File: src/rtl/dpdistram_fifo_ctrl.sv
// dpdistram_fifo_ctrl: single-clock FIFO controller that owns a dual-port
// distributed RAM. Writes go through RAM port A and reads are issued on port B.
// A small prefetch buffer hides the registered read latency so that the read
// side is a plain valid/ready stream that can sustain one word per cycle.
module dpdistram_fifo_ctrl #(
    parameter int ADDR_WIDTH   = 6,
    parameter int DATA_WIDTH   = 32,
    parameter int READ_LATENCY = 2
) (
    input  logic                  clk,
    input  logic                  rst,
    input  logic                  s_valid,
    output logic                  s_ready,
    input  logic [DATA_WIDTH-1:0] s_data,
    output logic                  m_valid,
    input  logic                  m_ready,
    output logic [DATA_WIDTH-1:0] m_data,
    output logic [ADDR_WIDTH-1:0] ram_addra,
    output logic [DATA_WIDTH-1:0] ram_dina,
    output logic                  ram_wea,
    output logic                  ram_ena,
    output logic [ADDR_WIDTH-1:0] ram_addrb,
    output logic                  ram_enb,
    output logic                  ram_regceb,
    output logic                  ram_rstb,
    input  logic [DATA_WIDTH-1:0] ram_doutb,
    output logic [ADDR_WIDTH+1:0] count,
    output logic                  empty,
    output logic                  full
);

    localparam int DEPTH      = 2 ** ADDR_WIDTH;
    localparam int OBUF_DEPTH = READ_LATENCY + 1;
    localparam int OB_PW      = $clog2(OBUF_DEPTH);
    // Wide enough for obuf_cnt + inflight_cnt before the pop is subtracted.
    localparam int OC_W       = $clog2(2 * OBUF_DEPTH + 1);
    localparam int CNT_W      = ADDR_WIDTH + 2;

    localparam logic [ADDR_WIDTH:0] RAM_FULL = (ADDR_WIDTH + 1)'(DEPTH);
    localparam logic [OC_W-1:0]     OB_FULL  = OC_W'(OBUF_DEPTH);
    localparam logic [OB_PW-1:0]    OB_LAST  = OB_PW'(OBUF_DEPTH - 1);

    logic [ADDR_WIDTH-1:0]   wr_ptr_q, wr_ptr_d;
    logic [ADDR_WIDTH-1:0]   rd_ptr_q, rd_ptr_d;
    logic [ADDR_WIDTH:0]     ram_cnt_q, ram_cnt_d;
    logic [READ_LATENCY-1:0] infl_q, infl_d;
    logic [DATA_WIDTH-1:0]   obuf_q [OBUF_DEPTH];
    logic [DATA_WIDTH-1:0]   obuf_d [OBUF_DEPTH];
    logic [OB_PW-1:0]        ob_head_q, ob_head_d;
    logic [OB_PW-1:0]        ob_tail_q, ob_tail_d;
    logic [OC_W-1:0]         obuf_cnt_q, obuf_cnt_d;

    logic [OC_W-1:0] inflight_cnt;
    logic [OC_W-1:0] credit;
    logic            push;
    logic            pop;
    logic            issue;
    logic            ret;

    // Handshakes, read-issue credit check and RAM port drive.
    // NOTE: combinational blocks use blocking '=' so later lines see the values
    // computed above them; only clocked blocks use '<='.
    always_comb begin
        inflight_cnt = '0;
        for (int i = 0; i < READ_LATENCY; i++) begin
            inflight_cnt = inflight_cnt + OC_W'(infl_q[i]);
        end

        s_ready = !rst && (ram_cnt_q < RAM_FULL);
        m_valid = !rst && (obuf_cnt_q != '0);
        m_data  = obuf_q[ob_head_q];

        push = s_valid && s_ready;
        pop  = m_valid && m_ready;
        ret  = infl_q[READ_LATENCY-1];

        // A read may only be issued if its data is guaranteed a buffer slot,
        // counting words already buffered and reads still in the RAM pipeline.
        credit = obuf_cnt_q + inflight_cnt - OC_W'(pop);
        issue  = !rst && (ram_cnt_q != '0) && (credit < OB_FULL);

        ram_wea    = push;
        ram_ena    = push;
        ram_addra  = wr_ptr_q;
        ram_dina   = s_data;
        ram_enb    = issue;
        ram_addrb  = rd_ptr_q;
        ram_regceb = 1'b1;
        ram_rstb   = rst;

        count = CNT_W'(ram_cnt_q) + CNT_W'(inflight_cnt) + CNT_W'(obuf_cnt_q);
        empty = (count == '0);
        full  = (ram_cnt_q == RAM_FULL);
    end

    // Next-state logic for pointers, occupancy, read pipeline and prefetch buffer.
    // NOTE: every signal gets its hold value first so no path leaves it
    // unassigned, which would otherwise infer a latch.
    always_comb begin
        wr_ptr_d   = wr_ptr_q;
        rd_ptr_d   = rd_ptr_q;
        ram_cnt_d  = ram_cnt_q;
        infl_d     = '0;
        obuf_d     = obuf_q;
        ob_head_d  = ob_head_q;
        ob_tail_d  = ob_tail_q;
        obuf_cnt_d = obuf_cnt_q;

        if (push) begin
            wr_ptr_d = wr_ptr_q + ADDR_WIDTH'(1);
        end
        if (issue) begin
            rd_ptr_d = rd_ptr_q + ADDR_WIDTH'(1);
        end

        case ({push, issue})
            2'b10:   ram_cnt_d = ram_cnt_q + (ADDR_WIDTH + 1)'(1);
            2'b01:   ram_cnt_d = ram_cnt_q - (ADDR_WIDTH + 1)'(1);
            default: ram_cnt_d = ram_cnt_q;
        endcase

        infl_d[0] = issue;
        for (int i = 1; i < READ_LATENCY; i++) begin
            infl_d[i] = infl_q[i-1];
        end

        if (ret) begin
            obuf_d[ob_tail_q] = ram_doutb;
            ob_tail_d = (ob_tail_q == OB_LAST) ? '0 : ob_tail_q + OB_PW'(1);
        end
        if (pop) begin
            ob_head_d = (ob_head_q == OB_LAST) ? '0 : ob_head_q + OB_PW'(1);
        end
        obuf_cnt_d = obuf_cnt_q + OC_W'(ret) - OC_W'(pop);
    end

    // Control state: synchronous reset drops all stored and in-flight words.
    always_ff @(posedge clk) begin
        if (rst) begin
            wr_ptr_q   <= '0;
            rd_ptr_q   <= '0;
            ram_cnt_q  <= '0;
            infl_q     <= '0;
            ob_head_q  <= '0;
            ob_tail_q  <= '0;
            obuf_cnt_q <= '0;
        end else begin
            wr_ptr_q   <= wr_ptr_d;
            rd_ptr_q   <= rd_ptr_d;
            ram_cnt_q  <= ram_cnt_d;
            infl_q     <= infl_d;
            ob_head_q  <= ob_head_d;
            ob_tail_q  <= ob_tail_d;
            obuf_cnt_q <= obuf_cnt_d;
        end
    end

    // Prefetch buffer storage.
    // NOTE: data storage is not reset; obuf_cnt_q guards every read of it.
    always_ff @(posedge clk) begin
        obuf_q <= obuf_d;
    end

endmodule

File: config.mk
export PLATFORM = sky130hd
export DESIGN_NAME = dpdistram_fifo_ctrl
export DESIGN_NICKNAME = d
export VERILOG_FILES = /design/src/rtl/dpdistram_fifo_ctrl.sv
export SDC_FILE = /design/constraint.sdc
export NUM_CORES = 1
export LEC_CHECK = 0
export CORE_MARGIN = 1.5
export CORE_UTILIZATION = 40
export DETAILED_ROUTE_END_ITERATION = 16
export PLACE_DENSITY = 0.71
export RECOVER_POWER = 100
export SLEW_MARGIN = 20
export SYNTH_ARGS = -nofsm -noshare
export SYNTH_HDL_FRONTEND = slang
export SYNTH_SLANG_ARGS = --single-unit
File: constraint.sdc
create_clock -name clk -period 9.3 [get_ports clk]
set_clock_uncertainty 0.05 [all_clocks]
set_input_delay 2.325 -clock clk [delete_from_list [all_inputs] [get_ports clk]]
set_output_delay 2.325 -clock clk [all_outputs]
set_load 0.05 [all_outputs]
After elaboration in Yosys (flattened, before gate mapping) --
Cells that the tools add are included.
Storage, ports and cells: flip-flop bits (word level) 124, output and inout port bits 93, word-level logic and storage cells 56
Operators by class: $add $sub $neg 13, order comparisons 5, equality and inequality tests 5, mux-type cells 9, bitwise gates (word level) 2, reductions and logical operators 12
Operator list (count):
- $bwmux W96 | 1
- $mux W32 | 3
- $bmux W32 S2 | 1
- $demux W32 S2 | 1
- $pmux W7 S2 | 1
- $add A6 B1 Y6 const B | 2
- $add A7 B2 Y8 | 1
- $add A8 B3 Y8 | 1
- $logic_not A8 Y1 | 1
- $add A7 B1 Y7 const B | 1
- $eq A7 B7 Y1 const B | 1
- $logic_and A1 B1 Y1 | 7
- $lt A7 B7 Y1 const B | 1
- $reduce_bool A7 Y1 | 1
- $sub A7 B1 Y7 const B | 1
- $eq A2 B2 Y1 const B | 3
- $ge A3 B3 Y1 const B | 2
- $not A2 Y3 | 2
- $sub A3 B1 Y3 | 2
- $add A2 B1 Y2 const B | 2
- $mux W2 | 2
- $add A3 B1 Y3 | 1
- $add A3 B2 Y3 | 1
- $lt A3 B1 Y1 const B | 1
- other kinds (6) | 6

Logic depth before layout (Yosys ltp) --
Gate-level depths: netlist (run 1).
word-level depth 8, mapped depth 19, gate-level depth less buffers 18

Least setup slack after synthesis (run 1) --
OpenSTA, ideal clock, no wires.
kind in2out, from in rst, to out ram_enb, arrival time 5.609 ns, slack 1.316 ns, stages on the path 11, buffers on the path 2, path through buf_6 nor2_1 and2_1 clkbuf_1 ha_1 inv_1 ha_1 inv_1 fa_1 and2b_2 a2111oi_4
On the way: cells in the longest elaborated chain, start to end 6, elaborated cells between the ends (all ways) 7, classes of those cells add/sub (1); order compare (1); reduce/logical (5)
RTL lines:
- from (decl) | line 11 | input logic rst,
- $logic_not A1 Y1 | line 70 | m_valid = !rst && (obuf_cnt_q != '0);
- $logic_and A1 B1 Y1 | line 70
- named net m_valid | line 15 | output logic m_valid,
- $logic_and A1 B1 Y1 | line 74 | pop = m_valid && m_ready;
- named net pop | line 56 | logic pop;
- $sub A3 B1 Y3 | line 79 | credit = obuf_cnt_q + inflight_cnt - OC_W'(pop);
- $lt A3 B2 Y1 | line 80 | issue = !rst && (ram_cnt_q != '0) && (credit < OB_FULL);
- $logic_and A1 B1 Y1 | line 80
- to (decl) | line 23 | output logic ram_enb,
The timed path passes the listed nets, and every way through them passes these cells.

Final worst setup path (run 1) --
from in rst, to out ram_enb
On the way: cells in the longest elaborated chain, start to end 6, elaborated cells between the ends (all ways) 7, classes of those cells add/sub (1); order compare (1); reduce/logical (5)
RTL lines (line):
- $logic_not A1 Y1 (*) | 70, 80
- $logic_and A1 B1 Y1 | 70
- $logic_and A1 B1 Y1 | 74
- $sub A3 B1 Y3 | 79
- $lt A3 B2 Y1 | 80
- $logic_and A1 B1 Y1 (*) | 80
Mark *: on every way between the ends. The rest lies on a longest branch, timed or not.

==> results.sh, run 1 <==
export IMPL_run_status="finished, violations left"
export IMPL_violations="max-capacitance violations, max-slew violations"
export IMPL_whs_endpoint="infl_q[1]$_SDFF_PP0_"
export IMPL_timing_rr_end="ram_cnt_q[6]$_SDFFE_PP0P_"
export IMPL_cts_buffers=17
export IMPL_routed_wl_mm=11.48
export IMPL_max_slew_margin=-0.8167
export IMPL_fin_nets=599
export IMPL_max_cap_violations=2
export IMPL_synthesis_area_sq_um=5642
export IMPL_setup_viol=0
export IMPL_dieArea_sq_um=14830
export IMPL_grtUsageTotal=0.1617
export IMPL_drive_above_1_share=0.06923
export IMPL_fmax_ghz=0.1242
export IMPL_vias=3462
export IMPL_clk_path_buf_depth=2
export IMPL_cp_top_family="buffers and inverters"
export IMPL_yosys_warnings=0
export IMPL_fin_crit_sh=0.8656
export IMPL_wl_per_cell_um=16.39
export IMPL_max_stage_delay_ps=570
export IMPL_drc=0
export IMPL_start_util=0.4080
export IMPL_r2r_start="obuf_cnt_q[1]$_SDFF_PP0_"
export IMPL_antenna_left=0
export IMPL_htreeDepth=4
export IMPL_synth_top_cells_by_count="96 x edfxtp_1, 40 x nand2_1, 35 x buf_4, 35 x o21ai_0, 34 x mux2i_1"
export IMPL_r2r_setup_slack_ps=4430
export IMPL_yosysUniqueCellTypes=51
export IMPL_ys_async_sr_fraction=0
export IMPL_core_area_sq_um=13830
export IMPL_synth_edf_count=96
export IMPL_fin_hold_ws_ps=423.1
export IMPL_holdCritStartpoint="infl_q[0]$_SDFF_PP0_"
export IMPL_hold_violations=0
export IMPL_first_iter_violations=143
export IMPL_tns_ps=0
export IMPL_start_kind="input port"
export IMPL_cp_required_ps=6930
export IMPL_dp_hpwl_mm=7.210
export IMPL_synth_top_area_cell="edfxtp_1"
export IMPL_min_path_type="register to register"
export IMPL_antenna_found_initial=0
export IMPL_n_antenna_cell=0
export IMPL_cts_resized=0
export IMPL_critPathKind="input port to output pin"
export IMPL_synth_area_per_cell_sq_um=12.79
export IMPL_cp_max_fo=8
export IMPL_grt_pass1_wl_mm=17.91
export IMPL_yosysSeqAreaShare=0.6103
export IMPL_viasPerCell=4.946
export IMPL_die_y_um=121.8
export IMPL_rsz0062_at_grt="false"
export IMPL_syn_to_final_growth_pct=25.82
export IMPL_seq_area_sq_um=3445
export IMPL_clk_pin_slew_worst_paths_ps=50
export IMPL_grt_pass1_vias=3557
export IMPL_gr_total_overflow=0
export IMPL_grt_max_degree=36
export IMPL_totalPowerFinal_w=0.002114
export IMPL_num_fill_cells=1174
export IMPL_end_kind="output pin"
export IMPL_rows=43
export IMPL_holdBufCountCts=0
export IMPL_p_leak_nw=2.526
export IMPL_io_buffers=95
export IMPL_yosysMostFrequentCell="edfxtp_1"
export IMPL_gp_congestion=0.7744
export IMPL_cp_depth=11
export IMPL_finalCriticalPeriod_ps=8050
export IMPL_worstMarginPinSlew_ps=2725
export IMPL_synth_nets=533
export IMPL_ys_flop_type="edfxtp_1"
export IMPL_synthTopCellsByArea="edfxtp_1 51%, dfxtp_1 9.9%, mux2i_1 6.0%"
export IMPL_ys_ff_latch=124
export IMPL_postCtsSetupBuffers=0
export IMPL_multi_input_area_sq_um=1769
export IMPL_cpMaxStageDelayCell="a2111oi_4"
export IMPL_cp_arrival_ps=5670
export IMPL_ioPinCount=161
export IMPL_power_density_nw_per_um2=297.8
export IMPL_root_buffer="clkbuf_16"
export IMPL_clock_sinks=124
export IMPL_vdd_ir_drop_max_uv=200.5
export IMPL_clk_latency_ps=410
export IMPL_ff2ff_path_depth=18
export IMPL_fp_dieW_um=121.8
export IMPL_crit_chain="dlygate4sd3_1, nor2_1, and2_0, ha_1, inv_1, ha_1, inv_1, fa_1, and2b_1, a2111oi_4, clkbuf_1"
export IMPL_synth_cells=441
export IMPL_worstHoldPathCells=1
export IMPL_dr_pass1_iters=5
export IMPL_drv_slew=49
export IMPL_cts_tree="done"
export IMPL_critPathBufInv=4
export IMPL_netlist_area_leader_share=0.5110
## through the flow
step           instances    util  cell area, sq um  setup slack, ps
6_report             700  0.5133              7098             1250
4_1_cts              698  0.5158              7132             1642
3_3_place_gp         666  0.4715              6519             1718
2_1_floorplan        441       -              5642             1316
5_1_grt              700  0.5133              7098             1101
3_5_place_dp         666  0.4715              6519             1659
## area by class of cell
cell class	count	area share
clock buffer	25	0.07597
clock inverter	7	0.01040
inverter	18	0.009519
multi-input combinational	244	0.2493
sequential	124	0.4853
tap	180	0.03173
timing repair buffer	102	0.1378
## power by group
part / leakage [nW] / total, W / switching (W) / internal (W)
Sequential: 1.09 / 0.000686 / 0.0000478 / 0.000638
Clock: 0.299 / 0.000661 / 0.000230 / 0.000430
Combinational: 1.13 / 0.000767 / 0.000495 / 0.000272
Total: 2.53 / 0.00211 / 0.000773 / 0.00134
## flip-flops by register name, summed over array words and instances, names as in the netlist
signal	cells
ram_addrb	6
ob_tail_q	2
ob_head_q	2
ram_addra	6
infl_q	2
ram_cnt_q	7
obuf_cnt_q	3
obuf_q	96
## routing by layer
| layer | routed length [um] | vias up | global-route usage |
|---|---|---|---|
| met1 | 4717 | 1647 | 0.1868 |
| met3 | 712 | 32 | 0.04728 |
| li1 | - | 1668 | - |
| met2 | 5775 | 115 | 0.2669 |
| met5 | 0 | - | 0 |
| met4 | 272 | 0 | 0.09485 |
## placed cells by master (no fill, tap or decap), types with 3 or more instances in the layout
master | netlist | routed
edfxtp_1 | 96 | 96
dlygate4sd3_1 | 0 | 91
nand2_1 | 40 | 40
o21ai_0 | 35 | 35
mux2i_1 | 34 | 34
nor2_1 | 30 | 30
dfxtp_1 | 28 | 27
clkbuf_16 | 0 | 20
inv_1 | 18 | 18
ha_1 | 18 | 18
xor2_1 | 10 | 10
xnor2_1 | 9 | 9
clkbuf_1 | 13 | 9
a21oi_1 | 7 | 7
nor2b_1 | 8 | 7
fa_1 | 6 | 6
nor3_1 | 4 | 4
nand4_1 | 4 | 4
nor3b_1 | 2 | 3
nor4b_1 | 3 | 3
clkdlybuf4s50_1 | 0 | 3
## worst reg2reg max path, stage by stage (launching register included)
cell	delay [ps]
dfxtp_1	370
nor3_1	300
nor2_1	90
and2_0	270
ha_1	340
inv_1	60
ha_1	140
inv_1	50
fa_1	470
and2b_1	210
a2111oi_4	570
ha_1	470
inv_1	120
fa_1	390
nor2b_1	260
o31a_1	190
o211ai_1	130
xnor2_1	170
nor2_1	50
## how the worst max path moves through the flow
stage	from	to	slack [ps]
final	rst	ram_enb	1250
after global routing	rst	ram_enb	1100
after CTS	rst	ram_enb	1640
after detailed placement	rst	ram_enb	1660
after global placement	rst	ram_enb	1720
after floorplan	rst	ram_enb	1320
## cells by family (layout without fill, tap and decap cells)
family	Yosys count	count (layout)	synth area share
flops	124	124	0.6103
simple gates	109	109	0.09803
buf+inv	73	152	0.07540
compound gates	56	56	0.06055
mux	34	34	0.06032
fa+ha+maj	24	24	0.06121
xor+xnor	20	20	0.03349
other cells	1	1	0.0006647
Note: power is estimated with default switching activity, not from simulation.
==> run 2, diff against run 1 <==
--- a/config.mk
+++ b/config.mk
@@ -7,6 +7,7 @@
 export LEC_CHECK = 0
 export CORE_MARGIN = 1.5
 export CORE_UTILIZATION = 40
+export CTS_CLUSTER_DIAMETER = 120
 export DETAILED_ROUTE_END_ITERATION = 16
 export PLACE_DENSITY = 0.71
 export RECOVER_POWER = 100
==> results of run 2 <==
No change in the layout: final DEF, timing and power equal those of run 1.
==> run 3, diff against run 2 <==
--- a/config.mk
+++ b/config.mk
@@ -5,12 +5,12 @@
 export SDC_FILE = /design/constraint.sdc
 export NUM_CORES = 1
 export LEC_CHECK = 0
+export CAP_MARGIN = 25
 export CORE_MARGIN = 1.5
 export CORE_UTILIZATION = 40
 export CTS_CLUSTER_DIAMETER = 120
 export DETAILED_ROUTE_END_ITERATION = 16
 export PLACE_DENSITY = 0.71
-export RECOVER_POWER = 100
 export SLEW_MARGIN = 20
 export SYNTH_ARGS = -nofsm -noshare
 export SYNTH_HDL_FRONTEND = slang
==> results.sh, run 3 (synthesis gave the netlist of run 1 again) <==
export IMPL_run_status="completed"
export IMPL_reg_top3="obuf_q x96, ram_cnt_q x7"
export IMPL_min_path_type="register to register"
export IMPL_p_switching_w=0.0007771
export IMPL_vdd_ir_drop_max_uv=213.8
export IMPL_cp_max_fo=8
export IMPL_wl_per_cell_um=16.39
export IMPL_grt_max_degree=36
export IMPL_wl_met2_mm=5.500
export IMPL_cts_resized=0
export IMPL_wl_met1_mm=4.854
export IMPL_ff2ff_path_depth=18
export IMPL_crit_chain="clkdlybuf4s50_1, nor2_1, and2_1, ha_1, inv_1, ha_1, inv_1, fa_1, and2b_2, a2111oi_4, buf_4"
export IMPL_cp_required_ps=6930
export IMPL_antenna_found_initial=0
export IMPL_htreeDepth=4
export IMPL_grt_pass1_wl_mm=18.08
export IMPL_clk_pin_slew_worst_paths_ps=60
export IMPL_max_cap_violations=0
export IMPL_setup_viol=0
export IMPL_final_common_cell="edfxtp_1"
export IMPL_clock_sinks=124
export IMPL_drv_slew=0
export IMPL_grt_pass1_vias=3547
export IMPL_die_y_um=121.8
export IMPL_syn_to_final_growth_pct=27.37
export IMPL_topRoutingLayerUsed="met4"
export IMPL_clk_latency_ps=420
export IMPL_swShare=0.3598
export IMPL_fin_crit_sh=0.8250
export IMPL_start_util=0.4080
export IMPL_viasPerCell=4.981
export IMPL_rows=43
export IMPL_met3WireLength_um=804
export IMPL_worstMarginPinSlew_ps=655.4
export IMPL_ioPinCount=161
export IMPL_power_density_nw_per_um2=300.6
export IMPL_tns_ps=0
export IMPL_dp_cells=669
export IMPL_cts_tree="done"
export IMPL_regMostFlops="obuf_q"
export IMPL_holdCritStartpoint="infl_q[0]$_SDFF_PP0_"
export IMPL_routed_wl_mm=11.49
export IMPL_fp_dieW_um=121.8
export IMPL_intPower_w=0.001383
export IMPL_finalCriticalPeriod_ps=7673
export IMPL_vias=3492
export IMPL_gr_total_overflow=0
export IMPL_whs_endpoint="infl_q[1]$_SDFF_PP0_"
export IMPL_end_kind="output pin"
export IMPL_clkPwrFrac=0.313
export IMPL_share_seq_of_total_power=0.317
export IMPL_root_buffer="clkbuf_16"
export IMPL_start_kind="input port"
export IMPL_cp_arrival_ps=5300
export IMPL_cts_buffers=17
export IMPL_core_area_sq_um=13830
export IMPL_r2r_start="obuf_cnt_q[1]$_SDFF_PP0_"
export IMPL_fmax_ghz=0.1303
export IMPL_final_instance_count_excl_fill=701
export IMPL_rsz0062_at_grt="false"
export IMPL_holdBufCountCts=0
export IMPL_hold_violations=0
export IMPL_grtUsageTotal=0.1645
export IMPL_dr_pass1_iters=4
export IMPL_fin_nets=600
export IMPL_largest_reg_flops=96
export IMPL_first_iter_violations=183
export IMPL_gp_congestion=0.7744
export IMPL_timing_rr_end="ram_cnt_q[6]$_SDFFE_PP0P_"
export IMPL_antenna_left=0
export IMPL_max_stage_delay_ps=590
export IMPL_dp_hpwl_mm=7.447
export IMPL_postCtsSetupBuffers=0
export IMPL_drc=0
export IMPL_clk_path_buf_depth=2
export IMPL_critPathKind="input port to output pin"
export IMPL_cpMaxStageDelayCell="a2111oi_4"
export IMPL_drive_above_1_share=0.09213
export IMPL_n_antenna_cell=0
export IMPL_worstHoldPathCells=1
export IMPL_p_leak_nw=2.466
export IMPL_dieArea_sq_um=14830
export IMPL_p_comb_frac=0.370
export IMPL_layout_common_cells="96 x edfxtp_1, 94 x clkdlybuf4s50_1, 40 x nand2_1"
export IMPL_r2r_setup_slack_ps=4490
export IMPL_max_slew_margin=0.5611
export IMPL_io_buffers=95
==> run 3: cell types whose count changed in the layout (fill, tap and decap cells not counted), moves of 2 or more <==
cell,change
clkinvlp_4,+2
clkbuf_16,-3
bufinv_16,+3
nor2_1,-2
clkdlybuf4s50_1,+91
clkbuf_8,-2
clkinv_2,+2
dlygate4sd3_1,-91
buf_4,+4
nor2_4,+2
clkbuf_1,-6
==> run 3: worst max path at each step <==
stage / startpoint / end
floorplan: rst / ram_enb
CTS: rst / ram_enb
finish: rst / ram_enb
global placement: rst / ram_enb
global route: rst / ram_enb
detailed placement: rst / ram_enb
==> run 3: critical path, delay by kind of cell <==
family / cells / cell delay, ps
compound gates: 1 / 590
simple gates: 3 / 660
fa+ha+maj: 3 / 890
buf+inv: 4 / 840
==> run 3: power by group through the flow <==
stage,clock [W],combinational (W),sequential (W)
after global placement,0,0.000782,0.000695
after CTS,0.000689,0.000805,0.000686
final,0.000676,0.000799,0.000685
after global routing,0.000712,0.000855,0.000692
after floorplan,0,0.000627,0.000687
after detailed placement,0,0.000801,0.000697
==> run 3: layer usage <==
metal | up-vias | global-route usage
met1 | 1673 | 0.1942
met2 | 118 | 0.2651
met4 | 0 | 0.08235
met5 | - | 0
li1 | 1666 | -
met3 | 35 | 0.05899
==> run 3: area by class of cell <==
type	instances	area, sq um
Clock inverter	12	171.4
Multi-Input combinational cell	244	1795
Inverter	18	67.56
Tap cell	180	225.2
Clock buffer	20	436.7
Timing Repair Buffer	103	1045
Sequential cell	124	3445
Fill cell	1148	6641
==> run 3: per-stage QoR <==
| stage | hold WS (ps) | total power (W) | setup slack, ps | util | cell area [sq um] |
|---|---|---|---|---|---|
| after floorplan | 394.7 | 0.001314 | 1316 | - | 5642 |
| after global placement | 415.4 | 0.001477 | 1718 | 0.4715 | 6519 |
| after detailed placement | 417.8 | 0.001498 | 1658 | 0.4757 | 6578 |
| after CTS | 425.5 | 0.002179 | 1638 | 0.5197 | 7186 |
| after global routing | 441.4 | 0.002259 | 1488 | 0.5197 | 7186 |
| final | 423.4 | 0.002160 | 1627 | 0.5197 | 7186 |
